[src/rtl/icache.sv]
// Direct-mapped, read-only instruction cache with one-word lines.
// Fills through a one-word memory handshake; supports a one-cycle invalidate and a miss counter.
module icache #(
    parameter int CACHE_SETS = 16
) (
    input  logic        CLK,
    input  logic        nRST,
    input  logic        imemREN,
    input  logic [31:0] imemaddr,
    output logic        ihit,
    output logic [31:0] imemload,
    input  logic        iflush,
    output logic        iREN,
    output logic [31:0] iaddr,
    input  logic        iwait,
    input  logic [31:0] iload,
    output logic [31:0] misscount
);
    localparam int IW = $clog2(CACHE_SETS);
    localparam int TW = 30 - IW;

    localparam logic [0:0] IDLE  = 1'b0;
    localparam logic [0:0] FETCH = 1'b1;

    logic [0:0]            state_q, state_d;
    logic [CACHE_SETS-1:0] valid_q, valid_d;
    logic [TW-1:0]         tag_q  [CACHE_SETS];
    logic [TW-1:0]         tag_d  [CACHE_SETS];
    logic [31:0]           data_q [CACHE_SETS];
    logic [31:0]           data_d [CACHE_SETS];
    logic [31:0]           missaddr_q, missaddr_d;
    logic                  discard_q, discard_d;
    logic [31:0]           misscount_q, misscount_d;

    logic [IW-1:0] req_idx, fill_idx;
    logic [TW-1:0] req_tag, fill_tag;
    logic [1:0]    unused_offset;

    assign req_idx       = imemaddr[IW+1:2];
    assign req_tag       = imemaddr[31:IW+2];
    assign fill_idx      = missaddr_q[IW+1:2];
    assign fill_tag      = missaddr_q[31:IW+2];
    assign unused_offset = imemaddr[1:0];

    always_comb begin
        ihit = (state_q == IDLE) && imemREN && valid_q[req_idx]
               && (tag_q[req_idx] == req_tag) && !iflush;
        imemload  = ihit ? data_q[req_idx] : '0;
        iREN      = (state_q == FETCH);
        iaddr     = missaddr_q;
        misscount = misscount_q;
    end

    always_comb begin
        state_d     = state_q;
        valid_d     = valid_q;
        tag_d       = tag_q;
        data_d      = data_q;
        missaddr_d  = missaddr_q;
        discard_d   = discard_q;
        misscount_d = misscount_q;

        case (state_q)
            IDLE: begin
                if (imemREN && !ihit && !iflush) begin
                    missaddr_d  = {imemaddr[31:2], 2'b00};
                    misscount_d = misscount_q + 32'd1;
                    state_d     = FETCH;
                end
            end
            default: begin
                if (!iwait) begin
                    // A flush seen earlier in this fill, or in this very cycle, drops the fill.
                    if (!discard_q && !iflush) begin
                        valid_d[fill_idx] = 1'b1;
                        tag_d[fill_idx]   = fill_tag;
                        data_d[fill_idx]  = iload;
                    end
                    discard_d = 1'b0;
                    state_d   = IDLE;
                end else if (iflush) begin
                    discard_d = 1'b1;
                end
            end
        endcase

        if (iflush) begin
            valid_d = '0;
        end
    end

    always_ff @(posedge CLK or negedge nRST) begin
        if (!nRST) begin
            state_q     <= IDLE;
            valid_q     <= '0;
            missaddr_q  <= '0;
            discard_q   <= 1'b0;
            misscount_q <= '0;
            for (int unsigned i = 0; i < CACHE_SETS; i++) begin
                tag_q[i]  <= '0;
                data_q[i] <= '0;
            end
        end else begin
            state_q     <= state_d;
            valid_q     <= valid_d;
            tag_q       <= tag_d;
            data_q      <= data_d;
            missaddr_q  <= missaddr_d;
            discard_q   <= discard_d;
            misscount_q <= misscount_d;
        end
    end
endmodule

[config.mk]
export PLATFORM = sky130hd
export DESIGN_NAME = icache
export DESIGN_NICKNAME = d
export VERILOG_FILES = /design/src/rtl/icache.sv
export SDC_FILE = /design/constraint.sdc
export NUM_CORES = 1
export LEC_CHECK = 0
export BUFFER_PORTS_ARGS = -buffer_cell sky130_fd_sc_hd__buf_2
export CAP_MARGIN = 40
export CORE_ASPECT_RATIO = 1.1
export CORE_MARGIN = 1.5
export CORE_UTILIZATION = 60
export DETAILED_ROUTE_END_ITERATION = 12
export GPL_ROUTABILITY_DRIVEN = 0
export PLACE_DENSITY = 0.78
export SETUP_SLACK_MARGIN = 0.05
export SYNTH_ARGS = -nofsm -noshare
export SYNTH_HDL_FRONTEND = slang
export SYNTH_SLANG_ARGS = --single-unit
[constraint.sdc]
create_clock -name CLK -period 5 [get_ports CLK]
set_input_delay 0.5 -clock CLK [delete_from_list [all_inputs] [get_ports CLK]]
set_output_delay 0.5 -clock CLK [all_outputs]
set_load 0.05 [all_outputs]
==> results.tsv, run 1 <==
stage	metric	value	unit
run	drv_cap	0	
cts	cts_buffers	101	
floorplan	die_h	292	um
logic_synthesis	syn_inst	2859	
sta	fin_crit_sh	94.7	%
logic_synthesis	ys.flop_type	dfrtp_1	
worst_setup_path	crit_chain	mux4_2 > mux4_2 > xnor2_1 > o21ai_1 > or4_4 > or3_4 > buf_4 > nor2b_1 > buf_2	
sta	relSlewSlack	37.9	%
power	leakage	24.9	nW
global_route	grt_first_pass_wirelength	171	mm
finish	design_area	51100	um2
logic_synthesis	synth_seq_area_share	55.3	%
place	placed_area	47700	um2
sta	slew_violations	0	
worst_setup_path	cp.required	4.50	ns
route	vias_per_cell	6.44	
place	pre_cts_slack	0.111	ns
cts	ctsLongestPathBuffers	3	
cts	tritoncts	built	
worst_setup_path	crit_path_end_kind	output pin	
global_route	grt_pass1_vias	28167	
floorplan	core-area	74900	um2
route	post_drt_wl_per_cell	27.3	um
power	power_density	419	nW/um2
worst_setup_path	path_class	reg2out	
cts	cts-root-buf	clkbuf_16	
finish	layout_commonest_cell	dfrtp_1	
logic_synthesis	yosys_warnings	0	
floorplan	ios	167	
finish	drive_above_1_share	54.9	%
sta	worst_slew_pin_slew	0.929	ns
floorplan	fp-row-count	105	
worst_setup_path	critPathSlowestCell	or4_4	
sta	fin_crit	4.73	ns
floorplan	fp.dieW	266	um
route	ant_nets	0	
logic_synthesis	synth_edf_count	0	
cts	clock-sinks	1008	
sta	setup_viol_count_final	0	
route	drt_iter0_drc	2015	
logic_synthesis	syn_area_per_cell	16.0	um2
sta	tns	0	ns
global_route	antenna_found_initial	9	
sta	clock.fmax	211	MHz
worst_setup_path	max_stage_delay	0.55	ns
worst_setup_path	cp_common_cell	mux4_2	
floorplan	start_util	60.9	%
cts	clk_latency	0.67	ns
sta	rsz0062_at_grt	no	
sta	hold_viol	0	
place	port_buffers	162	
sta	clock_skew	0.0326	ns
global_route	grt_usage	29.0	%
worst_setup_path	arrival	4.23	ns
finish	fillers	4954	
logic_synthesis	yosysUniqueCellTypes	56	
route	vias	25797	
finish	layout_common_cells	1008 x dfrtp_1, 955 x mux2_2, 250 x mux4_2, 156 x buf_2, 101 x clkbuf_16	
global_route	gr-total-overflow	0	
logic_synthesis	ys_seq_elements	1008	
finish	final_nets	3029	
cts	h-tree-depth	3	
worst_hold_path	hp-class	in2reg	
worst_setup_path	cp_max_fo	12	
logic_synthesis	async_flop_share	100	%
global_route	grt_max_degree	139	
power	ir_drop	0.360	mV
worst_setup_path	startpoint_type	flop	
route	drc	0	
sta	setup_slack	0.266	ns
cts	clk_pin_slew_worst_paths	0.06	ns
logic_synthesis	syn_area	45600	um2
status	status	finished, final reports clean	
route	totalWireLength	109	mm
floorplan	dieArea	77700	um2
finish	areaGrowthSynthToFinish	12.0	%
finish	fin_util	68.3	%
route	dr.pass1.iters	5	
place	dp_hpwl	64.2	mm
==> timing repair <==
item / in CTS / in global routing
hold buffers: 1 / 0
endpoints found under the hold margin: 86 / 0
setup endpoints to repair: 0 / 30
gates resized for setup: 0 / 2
buffers inserted: 0 / 0
==> area by class of cell <==
class | count | area (um2) | share of cell area, %
Clock buffer | 143 | 2910 | 5.68
Multi-Input combinational cell | 1590 | 19400 | 38.0
Timing Repair Buffer | 242 | 1770 | 3.47
Sequential cell | 1008 | 25200 | 49.3
Inverter | 16 | 61.3 | 0.120
Clock inverter | 40 | 542 | 1.06
Tap cell | 963 | 1200 | 2.36
Antenna cell | 1 | 2.50 | 0.00489
==> final timing paths <==
check / endpoint / slack, ns / start / cells past startpoint
worst min register to register: misscount[31] / 0.48 / misscount[31] / 1
worst max register to register: iaddr[15] / 1.38 / tag_q[24] / 8
worst min-delay path: iaddr[21] / 0.10 / imemaddr[21] / 2
worst max-delay path: imemload[3] / 0.27 / tag_q[24] / 9
min in group asynchronous: iaddr[19] / 0.50 / nRST / 2
max in group asynchronous: data_q[104] / 3.19 / nRST / 3
==> synth_stat cells (7+ instances only) <==
master,count,area (um2)
dfrtp_1,1008,25200
mux2_2,955,10800
mux4_2,250,5630
clkbuf_1,114,428
buf_1,79,297
xnor2_1,48,420
nor2b_1,45,282
mux2i_1,35,350
buf_2,34,170
mux2_4,28,420
nand2_1,27,101
nor2_1,23,86.3
nand3_1,18,90.1
nand4_1,18,113
inv_1,16,60.1
a21oi_1,15,75.1
xor2_1,14,123
and3_1,12,75.1
buf_4,12,90.1
nor3_1,10,50.1
o22ai_1,10,62.6
a22oi_1,9,67.6
a22o_1,8,70.1
and2_1,7,43.8
==> per-stage QoR <==
step | power [mW] | hold WS, ns | instances
floorplan | 12.7 | 0.204 | 2860
global placement | 13.4 | 0.456 | 3816
detailed placement | 13.7 | 0.465 | 3818
CTS | 21.6 | 0.0744 | 4002
global route | 22.3 | 0.102 | 4003
finish | 21.4 | 0.105 | 4003
==> sequential cells by signal, summed over array words and instances, names as in the netlist <==
signal	flops
iREN	1
tag_q	416
valid_q	16
discard_q	1
data_q	512
misscount	32
iaddr	30
==> routing by layer <==
layer | wire [um] | vias up | global-route usage [%] | part of all wire, %
met3 | 5440 | 207 | 4.58 | 5.0
met5 | 83 | - | 0 | 0.076
met1 | 45400 | 14093 | 39.2 | 41
li1 | - | 10809 | - | -
met2 | 55400 | 672 | 48.7 | 51
met4 | 3120 | 16 | 9.19 | 2.8
==> critical path, delay by kind of cell, from the launching register on <==
family | cells | cell delay, ns
AOI/OAI and AO/OA | 1 | 0.15
xor gates and xnor gates | 1 | 0.43
buffers and inverters | 2 | 0.51
DFF | 1 | 0.38
muxes | 2 | 0.96
and+or+nand+nor | 3 | 1.15
==> cells by family after synthesis <==
logic type / Yosys count / share of synthesized area, %
buf+inv: 262 / 2.48
flops: 1008 / 55.3
mux: 1268 / 37.6
other cells: 1 / 0.00822
compound gates: 70 / 1.12
fa+ha+maj: 1 / 0.0274
simple gates: 187 / 2.31
xor+xnor: 62 / 1.19
==> power by group <==
group | internal [mW] | switching, mW
combinational | 1.84 | 1.40
clock | 4.66 | 3.16
sequential | 9.47 | 0.903
total | 16.0 | 5.47
(Power assumes the default switching activity.)
==> run 2, diff against run 1 <==
Settings changed: CELL_PAD_IN_SITES_DETAIL_PLACEMENT set to 1, CELL_PAD_IN_SITES_GLOBAL_PLACEMENT set to 2, CORE_UTILIZATION 60 to 50, PLACE_DENSITY 0.78 to unset, PLACE_DENSITY_LB_ADDON set to 0.1.
==> run 2 against run 1 <==
- global-route usage down 2.1 points
- flip-flop and latch count unchanged
- wire length grew 11%
- critical path type is now in2out
==> results.tsv, run 2 (same netlist as run 1, synthesis figures left out) <==
stage	metric	value	unit	change
worst_setup_path	path_class	in2out		
cts	cts_buffers	107		+5.9%
route	wl_met3	4.76	mm	-12%
power	ir_drop	0.277	mV	-23%
route	vias	25680		-0.45%
route	post_drt_wl_per_cell	28.6	um	+4.7%
finish	largest_reg_flops	512		unchanged
worst_setup_path	crit_path_end_kind	output pin		
floorplan	start_util	50.3	%	-11 points
floorplan	die_h	320	um	+9.4%
finish	fin_util	56.7	%	-12 points
finish	layout_commonest_cell	dfrtp_1		
cts	h-tree-depth	3		unchanged
worst_setup_path	cp_common_cell	mux2i_1		
sta	rsz0062_at_grt	no		
worst_setup_path	max_stage_delay	0.59	ns	+0.04 ns
worst_setup_path	setup.worst_path.start	imemaddr[2]		
cts	clk_latency	0.68	ns	about the same
sta	slew_violations	0		unchanged
global_route	grt_usage	26.9	%	-2.1 points
place	dp_hpwl	70.6	mm	+10%
worst_setup_path	critPathSlowestCell	or3_4		
sta	fin_crit	4.82	ns	+0.0815 ns
sta	setup_viol_count_final	0		unchanged
route	ant_nets	0		unchanged
cts	ctsLongestPathBuffers	3		unchanged
finish	regMostFlops	data_q		
route	top_layer_used	met5		
place	port_buffers	162		unchanged
cts	clk_pin_slew_worst_paths	0.06	ns	about the same
global_route	grt_pass1_vias	29348		+4.2%
route	dr.pass1.iters	5		unchanged
worst_setup_path	cp_max_fo	33		+21
status	status	finished, final reports clean		
route	met1_length	52.6	mm	+16%
worst_setup_path	crit_family	simple AND/OR/NAND/NOR gates		
cts	clock-sinks	1008		unchanged
global_route	grt_first_pass_wirelength	188	mm	+10%
sta	relSlewSlack	27.2	%	-11 points
cts	cts-root-buf	clkbuf_16		
sta	tns	0	ns	unchanged
worst_setup_path	cp.required	4.50	ns	about the same
worst_setup_path	critPathBufInv	3		+1
sta	fin_crit_sh	96.3	%	+1.6 points
route	drc	0		unchanged
route	vias_per_cell	6.07		-5.8%
finish	layout_common_cells	1008 x dfrtp_1, 955 x mux2_2, 250 x mux4_2, 158 x buf_2, 109 x clkbuf_16		
floorplan	fp.dieW	291	um	+9.4%
floorplan	fp-row-count	116		+10%
floorplan	ios	167		unchanged
finish	drive_above_1_share	55.0	%	+0.12 points
floorplan	dieArea	93100	um2	+20%
worst_setup_path	r2r_start	tag_q[232]		
route	totalWireLength	121	mm	+11%
sta	hold_viol	0		unchanged
sta	clock.fmax	208	MHz	-1.7%
global_route	gr-total-overflow	0		unchanged
route	drt_iter0_drc	1456		-28%
worst_setup_path	arrival	4.32	ns	+0.09 ns
worst_setup_path	startpoint_type	primary input		
finish	areaGrowthSynthToFinish	12.7	%	
worst_hold_path	hp-class	in2reg		
power	leakage	24.9	nW	about the same
power	power_density	419	nW/um2	about the same
route	routed-wl-met2	60.7	mm	+9.7%
worst_hold_path	min_from	iwait		
cts	tritoncts	built		
sta	clock_skew	0.0312	ns	-0.00141 ns
global_route	antenna_found_initial	7		-2
worst_setup_path	crit_chain	buf_8 > buf_12 > mux4_2 > mux2i_1 > mux2i_1 > xnor2_1 > nand4_1 > or4_4 > or3_4 > nor2b_1 > buf_2		
finish	final_nets	3036		+0.23%
floorplan	core-area	90700	um2	+21%
run	drv_cap	0		unchanged
global_route	grt_max_degree	129		-7.2%
sta	worst_slew_pin_slew	1.09	ns	+0.163 ns
finish	n_antenna_cell	0		-1
run 2: worst paths after layout:
| check | to | slack, ns | cells past startpoint |
|---|---|---|---|
| worst max-delay path | imemload[23] | 0.18 | 11 |
| worst min-delay path | iREN | 0.08 | 2 |
| worst max register to register | iaddr[21] | 1.36 | 9 |
| worst min register to register | misscount[22] | 0.49 | 1 |
| max in group asynchronous | data_q[324] | 3.11 | 3 |
| min in group asynchronous | iaddr[19] | 0.49 | 2 |
run 2: metal layers:
metal / up-vias / global-route usage [%]
met3: 182 / 3.90
li1: 10804 / -
met2: 467 / 45.2
met4: 14 / 7.45
met5: - / 0
met1: 14213 / 36.6
run 2: through the flow:
step / area, um2 / setup WS [ns] / instances / hold slack (ns) / power (mW)
2_1_floorplan: 45600 / 0.741 / 2860 / 0.204 / 12.7
3_3_place_gp: 47800 / 0.290 / 4032 / 0.461 / 13.5
3_5_place_dp: 47900 / 0.193 / 4036 / 0.483 / 13.9
4_1_cts: 51400 / 0.184 / 4229 / 0.0483 / 21.8
5_1_grt: 51400 / 0.0532 / 4229 / 0.0687 / 22.5
6_report: 51400 / 0.185 / 4229 / 0.0827 / 21.6
run 2: timing repair:
item | in CTS | in global routing
setup buffers | 0 | 0
hold buffers | 1 | 0
setup endpoints to repair | 0 | 7
hold endpoints to repair | 17 | 0
gates resized for setup | 0 | 1
run 2: area by class of cell:
class	count	area, um2
fillers	8145	39300
flip-flops and latches	1008	25200
multi-input cells	1590	19400
clock buffers	162	3270
repair buffers	243	1730
well taps	1180	1480
clock inverters	30	239
inverters	16	61.3
run 2: power by group:
part	switching [mW]	internal [mW]	total (mW)	leakage, nW
Sequential	0.919	9.48	10.4	13.8
Combinational	1.44	1.84	3.29	9.39
Clock	3.24	4.63	7.87	1.76
Total	5.60	15.9	21.6	24.9
